### config.mk
export PLATFORM = sky130hd
export DESIGN_NAME = cla_adder_pipe
export DESIGN_NICKNAME = d
export VERILOG_FILES = /design/src/rtl/cla_adder_pipe.sv
export SDC_FILE = /design/constraint.sdc
export NUM_CORES = 1
export LEC_CHECK = 0
export CAP_MARGIN = 25
export CORE_MARGIN = 5
export CORE_UTILIZATION = 25
export DETAILED_ROUTE_END_ITERATION = 16
export DONT_BUFFER_PORTS = 1
export GPL_ROUTABILITY_DRIVEN = 1
export MAX_ROUTING_LAYER = met4
export SETUP_SLACK_MARGIN = 0.2
export SYNTH_ARGS = -nofsm -noshare
export SYNTH_HDL_FRONTEND = slang
export SYNTH_SLANG_ARGS = --single-unit
### constraint.sdc
create_clock -name clk -period 3.15 [get_ports clk]
set_input_delay 0.63 -clock clk [delete_from_list [all_inputs] [get_ports clk]]
set_output_delay 0.63 -clock clk [all_outputs]
set_load 0.02 [all_outputs]
### src/rtl/cla_adder_pipe.sv
// cla_adder_pipe -- pipelined Brent-Kung carry-lookahead adder/subtractor.
//
// Stages: S0 operand register, optional S1 mid register (MID_REG=1) between
// the G/P up-sweep and the carry down-sweep, S2 result register.
// Latency 2 + MID_REG cycles. Every stage holds its data when it has a valid
// entry and the stage below cannot take it. Bubbles collapse, and throughput is
// one result per cycle.
//
// Ports:
//   clk, reset            rising-edge clock, synchronous active-high reset
//   in_valid/in_ready     input handshake (in_ready is combinational)
//   a, b, sub, tag        operands, subtract select, 4-bit sideband
//   out_valid/out_ready   output handshake
//   sum, cout             result modulo 2^WIDTH, carry out of the MSB
//   z, v, n               zero / signed overflow / negative flags
//   out_tag               tag that travelled with this result
//
// Build option: define CLA_FLAGS_EN to compute z/v/n. When it is undefined,
// z, v and n are tied to 0.

module cla_adder_pipe #(
  parameter int WIDTH   = 32,
  parameter int MID_REG = 0
) (
  input  logic             clk,
  input  logic             reset,
  input  logic             in_valid,
  output logic             in_ready,
  input  logic [WIDTH-1:0] a,
  input  logic [WIDTH-1:0] b,
  input  logic             sub,
  input  logic [3:0]       tag,
  output logic             out_valid,
  input  logic             out_ready,
  output logic [WIDTH-1:0] sum,
  output logic             cout,
  output logic             z,
  output logic             v,
  output logic             n,
  output logic [3:0]       out_tag
);
  localparam int LVL = $clog2(WIDTH);

  logic             v0, v1, rdy0, rdy1, rdy2;
  logic [WIDTH-1:0] a0, b0, bx;
  logic             sub0;
  logic [3:0]       tag0;

  // Signals crossing the optional mid register.
  logic [WIDTH-1:0] p0m;
  logic             cim, grm, prm;
  logic [3:0]       tagm;

  assign rdy2     = !out_valid || out_ready;
  assign rdy0     = !v0 || rdy1;
  assign in_ready = rdy0;

  // ---------------- S0: operand register ----------------
  always_ff @(posedge clk) begin
    if (reset) v0 <= 1'b0;
    else if (rdy0) v0 <= in_valid;
  end

  always_ff @(posedge clk) begin
    if (!reset && rdy0 && in_valid) begin
      a0   <= a;
      b0   <= b;
      sub0 <= sub;
      tag0 <= tag;
    end
  end

  // Subtraction is A + ~B + 1, so the carry-in is the sub bit itself.
  assign bx = sub0 ? ~b0 : b0;

  // ---------------- up-sweep: group generate/propagate ----------------
  // Level l holds WIDTH>>l groups, and group j spans bits [j*2^l +: 2^l].
  for (genvar l = 0; l <= LVL; l++) begin : up
    logic [(WIDTH>>l)-1:0] g, p;
    if (l == 0) begin : g_leaf
      assign g = a0 & bx;
      assign p = a0 ^ bx;
    end else begin : g_node
      for (genvar j = 0; j < (WIDTH>>l); j++) begin : g_cell
        assign g[j] = up[l-1].g[2*j+1] | (up[l-1].p[2*j+1] & up[l-1].g[2*j]);
        assign p[j] = up[l-1].p[2*j+1] & up[l-1].p[2*j];
      end
    end
  end

  // ---------------- optional S1: mid register ----------------
  if (MID_REG != 0) begin : g_mid
    assign rdy1 = !v1 || rdy2;
    always_ff @(posedge clk) begin
      if (reset) v1 <= 1'b0;
      else if (rdy1) v1 <= v0;
    end
    always_ff @(posedge clk) begin
      if (rdy1 && v0) begin
        p0m  <= up[0].p;
        cim  <= sub0;
        tagm <= tag0;
        grm  <= up[LVL].g[0];
        prm  <= up[LVL].p[0];
      end
    end
  end else begin : g_nomid
    assign rdy1 = rdy2;
    assign v1   = v0;
    assign p0m  = up[0].p;
    assign cim  = sub0;
    assign tagm = tag0;
    assign grm  = up[LVL].g[0];
    assign prm  = up[LVL].p[0];
  end

  // ---------------- down-sweep: carries ----------------
  // dn[l].c[j] is the carry into group j of level l. A low child inherits its
  // parent's carry-in. A high child gets Gl | Pl&cin from its low sibling.
  // Only the low (even) groups' G/P are needed, so only those cross the mid
  // register.
  for (genvar l = 0; l <= LVL; l++) begin : dn
    logic [(WIDTH>>l)-1:0] c;
    if (l == LVL) begin : g_root
      assign c = cim;
    end else begin : g_node
      logic [(WIDTH>>(l+1))-1:0] gl, pl, glm, plm;
      for (genvar k = 0; k < (WIDTH>>(l+1)); k++) begin : g_lo
        assign gl[k] = up[l].g[2*k];
        assign pl[k] = up[l].p[2*k];
      end
      if (MID_REG != 0) begin : g_mr
        always_ff @(posedge clk) begin
          if (rdy1 && v0) begin
            glm <= gl;
            plm <= pl;
          end
        end
      end else begin : g_nmr
        assign glm = gl;
        assign plm = pl;
      end
      for (genvar j = 0; j < (WIDTH>>l); j++) begin : g_c
        if (j % 2 == 0) begin : g_even
          assign c[j] = dn[l+1].c[j/2];
        end else begin : g_odd
          assign c[j] = glm[j/2] | (plm[j/2] & dn[l+1].c[j/2]);
        end
      end
    end
  end

  logic [WIDTH-1:0] sum_c;
  logic             cout_c;
  assign sum_c  = p0m ^ dn[0].c;
  assign cout_c = grm | (prm & cim);

  // ---------------- S2: result register ----------------
  always_ff @(posedge clk) begin
    if (reset) begin
      out_valid <= 1'b0;
      sum       <= '0;
      cout      <= 1'b0;
      out_tag   <= '0;
    end else begin
      if (rdy2) out_valid <= v1;
      if (rdy2 && v1) begin
        sum     <= sum_c;
        cout    <= cout_c;
        out_tag <= tagm;
      end
    end
  end

`ifdef CLA_FLAGS_EN
  // The flags are registered alongside the sum. This keeps them at 0 through
  // reset rather than decoding z=1 from the cleared sum.
  always_ff @(posedge clk) begin
    if (reset) begin
      z <= 1'b0;
      v <= 1'b0;
      n <= 1'b0;
    end else if (rdy2 && v1) begin
      z <= (sum_c == '0);
      n <= sum_c[WIDTH-1];
      v <= dn[0].c[WIDTH-1] ^ cout_c;
    end
  end
`else
  assign z = 1'b0;
  assign v = 1'b0;
  assign n = 1'b0;
`endif

endmodule
# ---- Word-level counts from Yosys, hierarchy flattened
# Cells that the tools add are included.
dict set report totals {
  wordCells 179
  ramBits 0
  register_bits 108
  latchBits 0
  mem_count 0
  romBits 0
  output_inout_bits 42
}
dict set report op_classes {
  multipliers 0
  reduce_logical 8
  add_sub_neg 0
  n_shift 0
  bitwise_logic 161
  n_eq_ne 0
  n_mux 1
  magnitude_cmp 0
  n_div 0
}
# op count
set ops {}
lappend ops {{1-bit AND} 94}
lappend ops {{32-bit XOR} 2}
lappend ops {{1-bit bitwise OR} 63}
lappend ops {{32-bit AND} 1}
lappend ops {{32-bit 2-to-1 mux} 1}
lappend ops {{32-bit NOT} 1}
lappend ops {{1-bit logical AND} 3}
lappend ops {{1-bit zero test} 3}
lappend ops {{1-bit logical OR} 2}

# ---- Longest topological paths before layout
# Gate-level depths: netlist (run 1).
dict set report logic_depth {
  ltp_word 21
  mapped_depth 14
  ltp_nobuf 12
}

# ---- Worst setup path after synthesis (run 1)
# No wires, ideal clock.
dict set report synth_timing {
  path_kind {register to register}
  start {register sub0, in the netlist cim}
  end {register sum[26]}
  path_buffers 2
  setup_slack_ps 35
  t_required_ps 3064
  path_stages_with_launch 12
  arrival_time_ps 3030
  path_cell_list {edfxtp_1 > buf_6 > buf_2 > xor2_1 > ha_1 > a21o_1 > a21o_1 > a22oi_2 > a31oi_1 > a2111oi_0 > fa_1 > a211oi_1}
}
dict set report synth_between {
  elab_chain_len 16
}
# item line_no
set synth_lines {}
lappend synth_lines {{start, declared} 46} ;# logic sub0;
lappend synth_lines {{start signal, assigned} 68} ;# sub0 <= sub;
lappend synth_lines {{32-bit 2-to-1 mux} 74} ;# assign bx = sub0 ? ~b0 : b0;
lappend synth_lines {{32-bit XOR or 32-bit AND (tied branches)} {82, 81}}
lappend synth_lines {{1-bit AND} 85} ;# assign g[j] = up[l-1].g[2*j+1] | (up[l-1].p[2*j+1] & up[l-1].g[2*j]);
lappend synth_lines {{1-bit bitwise OR} 85}
lappend synth_lines {{1-bit AND} 85}
lappend synth_lines {{1-bit bitwise OR} 85}
lappend synth_lines {{1-bit AND} 85}
lappend synth_lines {{1-bit bitwise OR} 85}
lappend synth_lines {{1-bit AND} 85}
lappend synth_lines {{1-bit bitwise OR} 85}
lappend synth_lines {{1-bit bitwise OR} 147} ;# assign c[j] = glm[j/2] | (plm[j/2] & dn[l+1].c[j/2]);
lappend synth_lines {{1-bit AND} 147}
lappend synth_lines {{1-bit bitwise OR} 147}
lappend synth_lines {{1-bit AND} 147}
lappend synth_lines {{1-bit bitwise OR} 147}
lappend synth_lines {{32-bit XOR (*)} 155} ;# assign sum_c = p0m ^ dn[0].c;
lappend synth_lines {{end signal, assigned} 168} ;# sum <= sum_c;
lappend synth_lines {{end, declared} 35} ;# output logic [WIDTH-1:0] sum,
# Every way passes the cells marked *; elsewhere a longest branch is shown, timed or not.
# A chain may end at the register's enable or synchronous reset.

# ---- Worst setup path in the final report (run 1)
dict set report layout_timing {
  start {register sub0, in the netlist cim}
  end {register sum[24]}
}
dict set report layout_between {
  elab_chain_len 14
}
# item line_no
set layout_lines {}
lappend layout_lines {{32-bit 2-to-1 mux} 74}
lappend layout_lines {{32-bit XOR or 32-bit AND (tied branches)} {82, 81}}
lappend layout_lines {{1-bit AND} 85}
lappend layout_lines {{1-bit bitwise OR} 85}
lappend layout_lines {{1-bit AND} 85}
lappend layout_lines {{1-bit bitwise OR} 85}
lappend layout_lines {{1-bit AND} 85}
lappend layout_lines {{1-bit bitwise OR} 85}
lappend layout_lines {{1-bit AND} 85}
lappend layout_lines {{1-bit bitwise OR} 85}
lappend layout_lines {{1-bit bitwise OR} 147}
lappend layout_lines {{1-bit AND} 147}
lappend layout_lines {{1-bit bitwise OR} 147}
lappend layout_lines {{32-bit XOR (*)} 155}
# Marks and branches as above.

==> results of run 1 <==
[stage by stage]
| step | power, W | setup TNS (ns) | hold WS (ns) | cell area (µm²) |
|---|---|---|---|---|
| finish | 0.00339 | 0 | 0.344 | 6190 |
| global route | 0.00356 | -1.35 | 0.328 | 6190 |
| CTS | 0.00341 | 0 | 0.328 | 6080 |
| detailed placement | 0.00221 | -0.620 | 0.494 | 5630 |
| global placement | 0.00219 | -0.0503 | 0.483 | 5630 |
| floorplan | 0.00206 | 0 | 0.471 | 5150 |
[timing repair]
action                     in CTS  in global routing
buffers inserted                7                  1
pin swaps                      11                 10
setup endpoints to repair      23                 24
resized for setup              17                 18
[state kept, by name, summed over array words and instances, names as in the netlist]
register and count:
v0 1, cim 1, b0 32, tag0 4, sum 32, out_valid 1
a0 32, out_tag 4, cout 1
[per-layer routing]
metal	up-vias	wire length, µm	share of wire
li1	1535	-	-
met3	16	1180	0.098
met2	70	6200	0.51
met4	0	286	0.024
met5	-	0	0
met1	1487	4420	0.37
[cells in the final DEF (no fill, tap or decap), drive strengths merged, types with 15 or more instances in the layout]
cell type / instances
nand2: 51
xnor2: 17
fa: 15
ha: 32
inv: 21
buf: 35
a211oi: 16
dfxtp: 39
nor2: 26
a21oi: 34
xor2: 32
edfxtp: 69
[worst max-delay path by stage]
| stage | startpoint | end | slack, ns | cells past startpoint |
|---|---|---|---|---|
| after floorplan | cim | sum[11] | 0.13 | 13 |
| after global placement | cim | sum[24] | -0.04 | 12 |
| after detailed placement | cim | sum[26] | -0.16 | 11 |
| after CTS | cim | sum[18] | 0.04 | 12 |
| after global routing | cim | sum[29] | -0.15 | 14 |
| final | cim | sum[24] | 0.06 | 12 |
[power by group through the flow]
stage | combinational (W) | sequential [W] | clock, W
detailed placement | 0.000483 | 0.00173 | 0
finish | 0.000536 | 0.00169 | 0.00117
floorplan | 0.000355 | 0.00170 | 0
global route | 0.000603 | 0.00170 | 0.00126
CTS | 0.000515 | 0.00169 | 0.00120
global placement | 0.000466 | 0.00172 | 0
[layout make-up]
class,count,area (µm²),share of cell area
Tap cell,270,338,0.0546
Antenna cell,11,27.5,0.00445
Clock inverter,5,57.6,0.00929
Timing Repair Buffer,35,304,0.0491
Multi-Input combinational cell,275,2280,0.369
Inverter,20,75.1,0.0121
Sequential cell,108,2850,0.461
Clock buffer,11,253,0.0408
[critical path, cell delays in order, from the launching register on]
cell and delay [ns]:
edfxtp_1 0.42, buf_12 0.19, xor2_1 0.21, ha_1 0.28, and4_1 0.22, and2b_2 0.23
a22oi_2 0.12, buf_4 0.17, nand3_2 0.13, a21oi_4 0.18, o221a_1 0.25, fa_1 0.43
a211oi_1 0.19
[kinds of logic after synthesis]
family          synth area share
buf+inv                   0.0333
simple gates              0.0817
xor+xnor                  0.0839
compound gates             0.103
other cells             0.000734
mux                      0.00196
fa+ha+maj                  0.137
flops                      0.558
==> impl_metrics.csv, run 1 <==
group,metric,value,unit
clock_tree,cts_root_buf,"clkbuf_16",
synthesis,yosys.area.top_type,"edfxtp_1",
synthesis,yosys-top-cells-count,"edfxtp_1 (69), nand2_1 (51), dfxtp_1 (39)",
place,dp_hpwl,9.26,mm
run_status,status,"finished clean",
power,sw_frac_of_total,0.261,
clock_tree,cts.sinks,108,
global_routing,grt_max_degree,42,
power,leakage,2.30,nW
worst_setup_path,worstPathMaxFanout,18,
sta,slew_violations,0,
global_routing,grt-busiest-layer,"met2",
place,gp_congestion,0.851,
global_routing,grt_overflow,0,
detailed_routing,via_per_inst,4.23,
cells_and_area,final_cells,735,
worst_setup_path,rr_worst_depth,12,
sta,fmax,323,MHz
floorplan,dieArea,23400,µm²
sta,max_slew.worst_pin.slew,0.692,ns
detailed_routing,drt-total-wl,12.1,mm
floorplan,ioPinCount,115,
global_routing,use_met2,0.177,
detailed_routing,antenna_left,0,
sta,period_share,0.982,
global_routing,met3_usage,0.0551,
global_routing,grt_pass1_vias,3371,
synthesis,synth.distinct_cells,46,
sta,finalHoldViolations,0,
clock_tree,clkTransAtPathRegs,0.07,ns
min_path,hold_path_startpoint,"reset",
cells_and_area,fillCellCount,2036,
run,drv_cap,0,
power,power_switching,0.000884,W
clock_tree,htreeDepth,3,
synthesis,synthTopCellsByArea,"edfxtp_1 (41%), dfxtp_1 (15%), ha_1 (7.8%)",
detailed_routing,initialDrtViolationCount,96,
synthesis,synthArstFlopShare,0,
min_path,hp-class,"in2reg",
min_path,holdPathEnd,"sum[6]",
power,p_comb_frac,0.158,
synthesis,yosys_warnings,0,
worst_setup_path,crit_required,3.42,ns
worst_setup_path,r2r-start,"cim",
global_routing,antenna_found_initial,11,
clock_tree,ctsHoldBuffers,0,
worst_setup_path,crit_type,"reg2reg",
worst_setup_path,setup.worst_path.start_class,"register",
detailed_routing,firstDrtPassIters,4,
place,placed_cells,700,
sta,finalSetupViolCount,0,
worst_setup_path,cp.arrival,3.37,ns
sta,period_minus_slack,3.09,ns
power,pwr-share-clk,0.344,
cells_and_area,syn_to_final_growth,21.1,%
synthesis,synth_edf_count,69,
synthesis,synth_area,5110,µm²
synthesis,synthFlopType,"edfxtp_1",
global_routing,grt_usage,0.107,
detailed_routing,via_count,3108,
sta,layout_setup_ws,0.0567,ns
sta,rsz0062_at_grt,"yes",
floorplan,rows,52,
detailed_routing,wl_per_cell,16.5,µm
clock_tree,cts_buffers,9,
detailed_routing,drc,0,
clock_tree,cts_tree,"built",
cells_and_area,fin_nets,569,
synthesis,synth-seq-cells,108,
power,power_density,548,nW/µm²
floorplan,start_util,0.253,
power,p_int,0.00251,W
synthesis,syn_avg_cell_area,12.2,µm²
floorplan,die_h,153,µm
worst_setup_path,cp-end-kind,"register",
place,dp_slack,-0.156,ns
floorplan,die_w,153,µm
clock_tree,clock_path_buffers,2,
power,irDropWorstVdd,0.000187,V
cells_and_area,layout-drive-gt1-share,0.203,
sta,skew,0.0107,ns
global_routing,grt_pass1_wl,18.7,mm
global_routing,met1_usage,0.104,
worst_setup_path,r2r_slack,0.06,ns
power,p_seq_frac,0.499,
sta,slew_headroom,0.538,
clock_tree,worstSkewPairLatency,0.35,ns
synthesis,netlist_instances,420,
synthesis,synth-seq-area-share,0.558,
floorplan,core_area,20200,µm²
synthesis,yosysMostFrequentCell,"edfxtp_1",
worst_setup_path,r2r_end,"sum[24]",
place,io_buffers,0,
synthesis,synth_top_area_share,0.405,
cells_and_area,fin_util,0.307,
min_path,hold_depth,1,
No activity file was read; power rests on OpenSTA's default activity.
==> inputs of run 2 (changes only) <==
CORE_ASPECT_RATIO = 0.9   (was default)
==> impl_metrics.csv, run 2 (synthesized netlist as in run 1, its figures left out) <==
group,metric,value,unit
detailed_routing,firstDrtPassIters,4,
run,drv_cap,0,
detailed_routing,via_per_inst,4.52,
sta,finalHoldViolations,0,
global_routing,grt_pass1_wl,18.6,mm
worst_setup_path,cp-end-kind,"register",
detailed_routing,wl_per_cell,17.4,µm
place,gp_congestion,0.817,
worst_setup_path,path_cells,"clkbuf_16 -> xor2_2 -> ha_1 -> and4_4 -> and2b_2 -> a22oi_2 -> buf_6 -> nand3_4 -> a21oi_4 -> o221a_1 -> fa_2 -> a211oi_2",
clock_tree,clkTransAtPathRegs,0.06,ns
cells_and_area,design_area,6570,µm²
cells_and_area,layout_common_cells,"edfxtp_1 (69), nand2_1 (47), dfxtp_1 (39), buf_4 (38), ha_1 (31)",
worst_setup_path,cp.arrival,3.46,ns
floorplan,rows,49,
sta,period_share,1.01,
place,dp_hpwl,9.03,mm
place,io_buffers,0,
power,leakage,2.48,nW
global_routing,grt_max_degree,70,
place,place_area,5620,µm²
clock_tree,cts_buffers,9,
detailed_routing,initialDrtViolationCount,134,
clock_tree,cts.sinks,108,
floorplan,dieArea,23400,µm²
cells_and_area,fin_nets,585,
sta,finalSetupViolCount,4,
worst_setup_path,crit_type,"reg2reg",
sta,layout_setup_ws,-0.0472,ns
power,irDropWorstVdd,0.000354,V
sta,period_minus_slack,3.20,ns
sta,rsz0062_at_grt,"yes",
global_routing,grt_usage,0.105,
sta,finalSetupTns,-0.126,ns
global_routing,use_met2,0.166,
worst_setup_path,cp-startpoint,"cim",
cells_and_area,layout-drive-gt1-share,0.296,
cells_and_area,fin_util,0.328,
floorplan,die_w,161,µm
min_path,hp-class,"in2reg",
worst_setup_path,worstPathMaxFanout,6,
cells_and_area,top_regs,"a0 x32, b0 x32, sum x32",
sta,fmax,313,MHz
clock_tree,cts_tree,"built",
floorplan,start_util,0.255,
global_routing,met1_usage,0.125,
sta,slew_violations,0,
run_status,violations,"negative setup slack",
floorplan,die_h,146,µm
power,sw_frac_of_total,0.253,
worst_setup_path,crit_path_top_delay_cell,"edfxtp_1",
run_status,status,"finished, violations left",
power,power_switching,0.000907,W
cells_and_area,syn_to_final_growth,28.4,%
detailed_routing,drc,0,
worst_setup_path,r2r-start,"cim",
power,power_density,546,nW/µm²
detailed_routing,antenna_left,0,
global_routing,grt_overflow,0,
global_routing,antenna_found_initial,0,
cells_and_area,final_common_cell,"edfxtp_1",
sta,slew_headroom,0.497,
power,pwr-share-clk,0.350,
cells_and_area,antenna_cells,0,
sta,max_slew.worst_pin.slew,0.753,ns
worst_setup_path,r2r_slack,-0.05,ns
worst_setup_path,rr_worst_depth,12,
clock_tree,htreeDepth,3,
floorplan,core_area,20000,µm²
clock_tree,cts_root_buf,"clkbuf_16",
worst_setup_path,crit_required,3.42,ns
detailed_routing,drt-total-wl,12.6,mm
detailed_routing,via_count,3279,
worst_setup_path,r2r_end,"sum[24]",
worst_setup_path,cp_slowest_stage_delay,0.46,ns
power,p_int,0.00268,W
worst_setup_path,setup.worst_path.start_class,"register",
place,dp_slack,-0.238,ns
clock_tree,worstSkewPairLatency,0.35,ns
global_routing,grt-busiest-layer,"met2",
worst_setup_path,endpoint,"sum[24]",
power,p_seq_frac,0.472,
floorplan,ioPinCount,115,
sta,skew,0.0119,ns
global_routing,met3_usage,0.0391,
global_routing,grt_pass1_vias,3402,
clock_tree,clock_path_buffers,2,
power,p_comb_frac,0.178,
[run 2: changes by cell type in the layout (fill, tap and decap cells not counted), sizes merged]
cell	previous run	this run
buf	35	49
diode	11	0
bufinv	1	3
clkbuf	11	12
inv	21	20
[run 2: power groups by stage]
stage	Clock (W)	Combinational [W]	Sequential [W]
after floorplan	0	0.000355	0.00170
after global placement	0	0.000477	0.00172
after detailed placement	0	0.000492	0.00172
after CTS	0.00130	0.000510	0.00169
after global routing	0.00136	0.000707	0.00170
final	0.00126	0.000638	0.00169
[run 2: worst min-delay path by stage]
stage                 start         end  slack (ns)  depth (start not counted)
floorplan           tag0[0]  out_tag[0]        0.47                          2
global placement    tag0[2]  out_tag[2]        0.48                          2
detailed placement  tag0[0]  out_tag[0]        0.49                          2
CTS                   reset     sum[19]        0.33                          1
global route          reset     sum[21]        0.32                          1
finish                reset     sum[21]        0.34                          1
[run 2: per-stage QoR]
step	instances	power, W	hold WS (ns)
6_report	725	0.00359	0.344
5_1_grt	725	0.00377	0.315
4_1_cts	705	0.00350	0.329
3_5_place_dp	688	0.00222	0.489
3_3_place_gp	688	0.00220	0.480
2_1_floorplan	422	0.00206	0.471
[run 2: timing repair]
item | 4_1_cts | 5_1_grt
cloned | 0 | 2
buffers inserted | 1 | 18
setup endpoints to repair | 26 | 26
resized for setup | 13 | 72
pin swaps | 3 | 65
hold buffers | 0 | 0
[run 2: cell type report]
type	count	area, µm²
multi-input cells	275	2490
repair buffers	51	494
clock inverters	6	103
clock buffers	10	229
inverters	20	75.1
flip-flops and latches	108	2850
fillers	1982	13500
well taps	255	319
[run 2: critical path: cells and delay by family, from the launching register on]
kind | cells | cell delay (ns)
adder cells (fa/ha/maj) | 2 | 0.80
flip-flops | 1 | 0.46
AND/OR/NAND/NOR | 3 | 0.51
AO/OA/AOI/OAI | 4 | 0.83
XOR/XNOR | 1 | 0.17
buffers and inverters | 2 | 0.35
[run 2: metal layers]
layer	part of all wire	wire length [µm]	vias to the layer above
met1	0.42	5260	1604
li1	-	-	1553
met5	0	0	-
met2	0.50	6290	101
met4	0.022	272	0
met3	0.065	824	21
==> inputs of run 3 (changes only) <==
CORE_MARGIN = 10   (was 5)
==> impl_metrics.csv, run 3 (synthesized netlist as in run 1, its figures left out) <==
group,metric,value,unit
worst_setup_path,r2r-start,"cim",
worst_setup_path,crit_type,"reg2reg",
cells_and_area,final_cells,709,
worst_setup_path,r2r_end,"sum[24]",
min_path,hold_path_startpoint,"reset",
sta,slew_headroom,0.400,
floorplan,rows,49,
place,dp_slack,-0.159,ns
global_routing,antenna_found_initial,1,
detailed_routing,drc,0,
worst_setup_path,crit_family,"compound AO/OA/AOI/OAI gates",
floorplan,die_h,156,µm
clock_tree,cts.sinks,108,
sta,fmax,315,MHz
worst_setup_path,path_cells,"buf_4 -> xor2_2 -> ha_1 -> and4_1 -> and2b_2 -> a22oi_2 -> nand3_2 -> a21oi_4 -> o221a_1 -> fa_1 -> a211oi_1",
detailed_routing,initialDrtViolationCount,153,
global_routing,grt_overflow,0,
floorplan,core_area,20000,µm²
sta,max_slew.worst_pin.slew,0.898,ns
run_status,violations,"negative setup slack",
place,io_buffers,0,
sta,skew,0.0102,ns
detailed_routing,firstDrtPassIters,5,
global_routing,grt_max_degree,43,
min_path,holdPathEnd,"out_tag[1]",
place,place_area,5610,µm²
min_path,hp-class,"in2reg",
global_routing,grt_pass1_wl,19.5,mm
sta,finalHoldViolations,0,
power,leakage,2.27,nW
clock_tree,clock_path_buffers,2,
min_path,hold_depth,1,
sta,period_share,1.01,
sta,rsz0062_at_grt,"yes",
cells_and_area,syn_to_final_growth,18.6,%
place,gp_congestion,0.824,
run_status,status,"finished, violations left",
floorplan,ioPinCount,115,
detailed_routing,drt-total-wl,12.9,mm
clock_tree,htreeDepth,3,
cells_and_area,layout_common_cells,"edfxtp_1 (69), nand2_1 (50), dfxtp_1 (39), ha_1 (32)",
clock_tree,clkTransAtPathRegs,0.07,ns
clock_tree,cts_root_buf,"clkbuf_16",
detailed_routing,wl_per_cell,18.3,µm
cells_and_area,fillCellCount,2012,
detailed_routing,via_count,3123,
worst_setup_path,cp_slowest_stage_delay,0.46,ns
clock_tree,cts_tree,"built",
clock_tree,cts_buffers,9,
run,drv_cap,0,
worst_setup_path,r2r_slack,-0.02,ns
worst_setup_path,crit_path_top_delay_cell,"fa_1",
power,irDropWorstVdd,0.000234,V
place,placed_cells,687,
worst_setup_path,cp.arrival,3.45,ns
place,dp_hpwl,10.1,mm
cells_and_area,final_common_cell,"edfxtp_1",
clock_tree,worstSkewPairLatency,0.35,ns
global_routing,grt_usage,0.101,
cells_and_area,design_area,6060,µm²
global_routing,grt_pass1_vias,3335,
sta,slew_violations,0,
worst_setup_path,rr_worst_depth,11,
sta,finalSetupViolCount,3,
detailed_routing,antenna_left,0,
sta,finalSetupTns,-0.0481,ns
sta,layout_setup_ws,-0.0235,ns
power,power_density,545,nW/µm²
cells_and_area,multi_input_area,2240,µm²
worst_setup_path,path_buf_inv,1,
cells_and_area,fin_nets,568,
worst_setup_path,setup.worst_path.start_class,"register",
worst_setup_path,crit_required,3.42,ns
sta,period_minus_slack,3.17,ns
floorplan,die_w,171,µm
worst_setup_path,cp-end-kind,"register",
cells_and_area,regArea,2850,µm²
detailed_routing,via_per_inst,4.40,
floorplan,start_util,0.255,
cells_and_area,layout-drive-gt1-share,0.179,
floorplan,dieArea,26600,µm²
cells_and_area,top_regs,"a0 x32, b0 x32, sum x32",
sta,whs,0.342,ns
worst_setup_path,worstPathMaxFanout,7,
==> run 3: cell count changes in the layout (fill, tap and decap cells not counted), moves of 4 or more <==
cell and delta:
a211oi_1 +6, a211oi_2 -6, a21oi_1 +5, buf_4 -7, buf_6 -6, fa_1 +10
fa_2 -10, xnor2_1 +9, xnor2_2 -9, xor2_1 +4, xor2_2 -4
==> run 3: power by group <==
group          internal [W]  switching [W]
clock              0.000570       0.000524
combinational      0.000242       0.000274
sequential          0.00159       0.000105
==> run 3: worst max-delay path by stage <==
stage / from / end / slack, ns / cells after the start
2_1_floorplan: cim / sum[11] / 0.13 / 13
3_3_place_gp: cim / sum[11] / -0.05 / 12
3_5_place_dp: cim / sum[26] / -0.16 / 10
4_1_cts: cim / sum[11] / -0.04 / 12
5_1_grt: cim / sum[30] / -0.21 / 12
6_report: cim / sum[24] / -0.02 / 11
==> run 3: stage by stage <==
stage	utilization	power, W
floorplan	-	0.00206
global placement	0.280	0.00220
detailed placement	0.280	0.00222
CTS	0.299	0.00334
global route	0.303	0.00348
finish	0.303	0.00330
==> run 3: area by class of cell <==
cell class	count	share of cell area
flip-flops and latches	108	0.470
multi-input cells	275	0.370
well taps	255	0.0526
repair buffers	34	0.0468
clock buffers	11	0.0400
inverters	20	0.0124
clock inverters	5	0.00722
diodes	1	0.000413
==> run 3: metal layers <==
metal	global-route usage	share of wire	vias to the layer above	wire (µm)
met5	-	0	-	0
met2	0.162	0.48	87	6250
met3	0.0455	0.089	16	1160
met4	0.0296	0.016	0	206
li1	-	-	1517	-
met1	0.109	0.41	1503	5330
==> run 3: repair_timing <==
item,4_1_cts,5_1_grt
endpoints found under the setup margin,25,25
cloned,0,0
resized for setup,12,12
hold buffers,0,0
buffers inserted,4,1
pin swaps,0,7
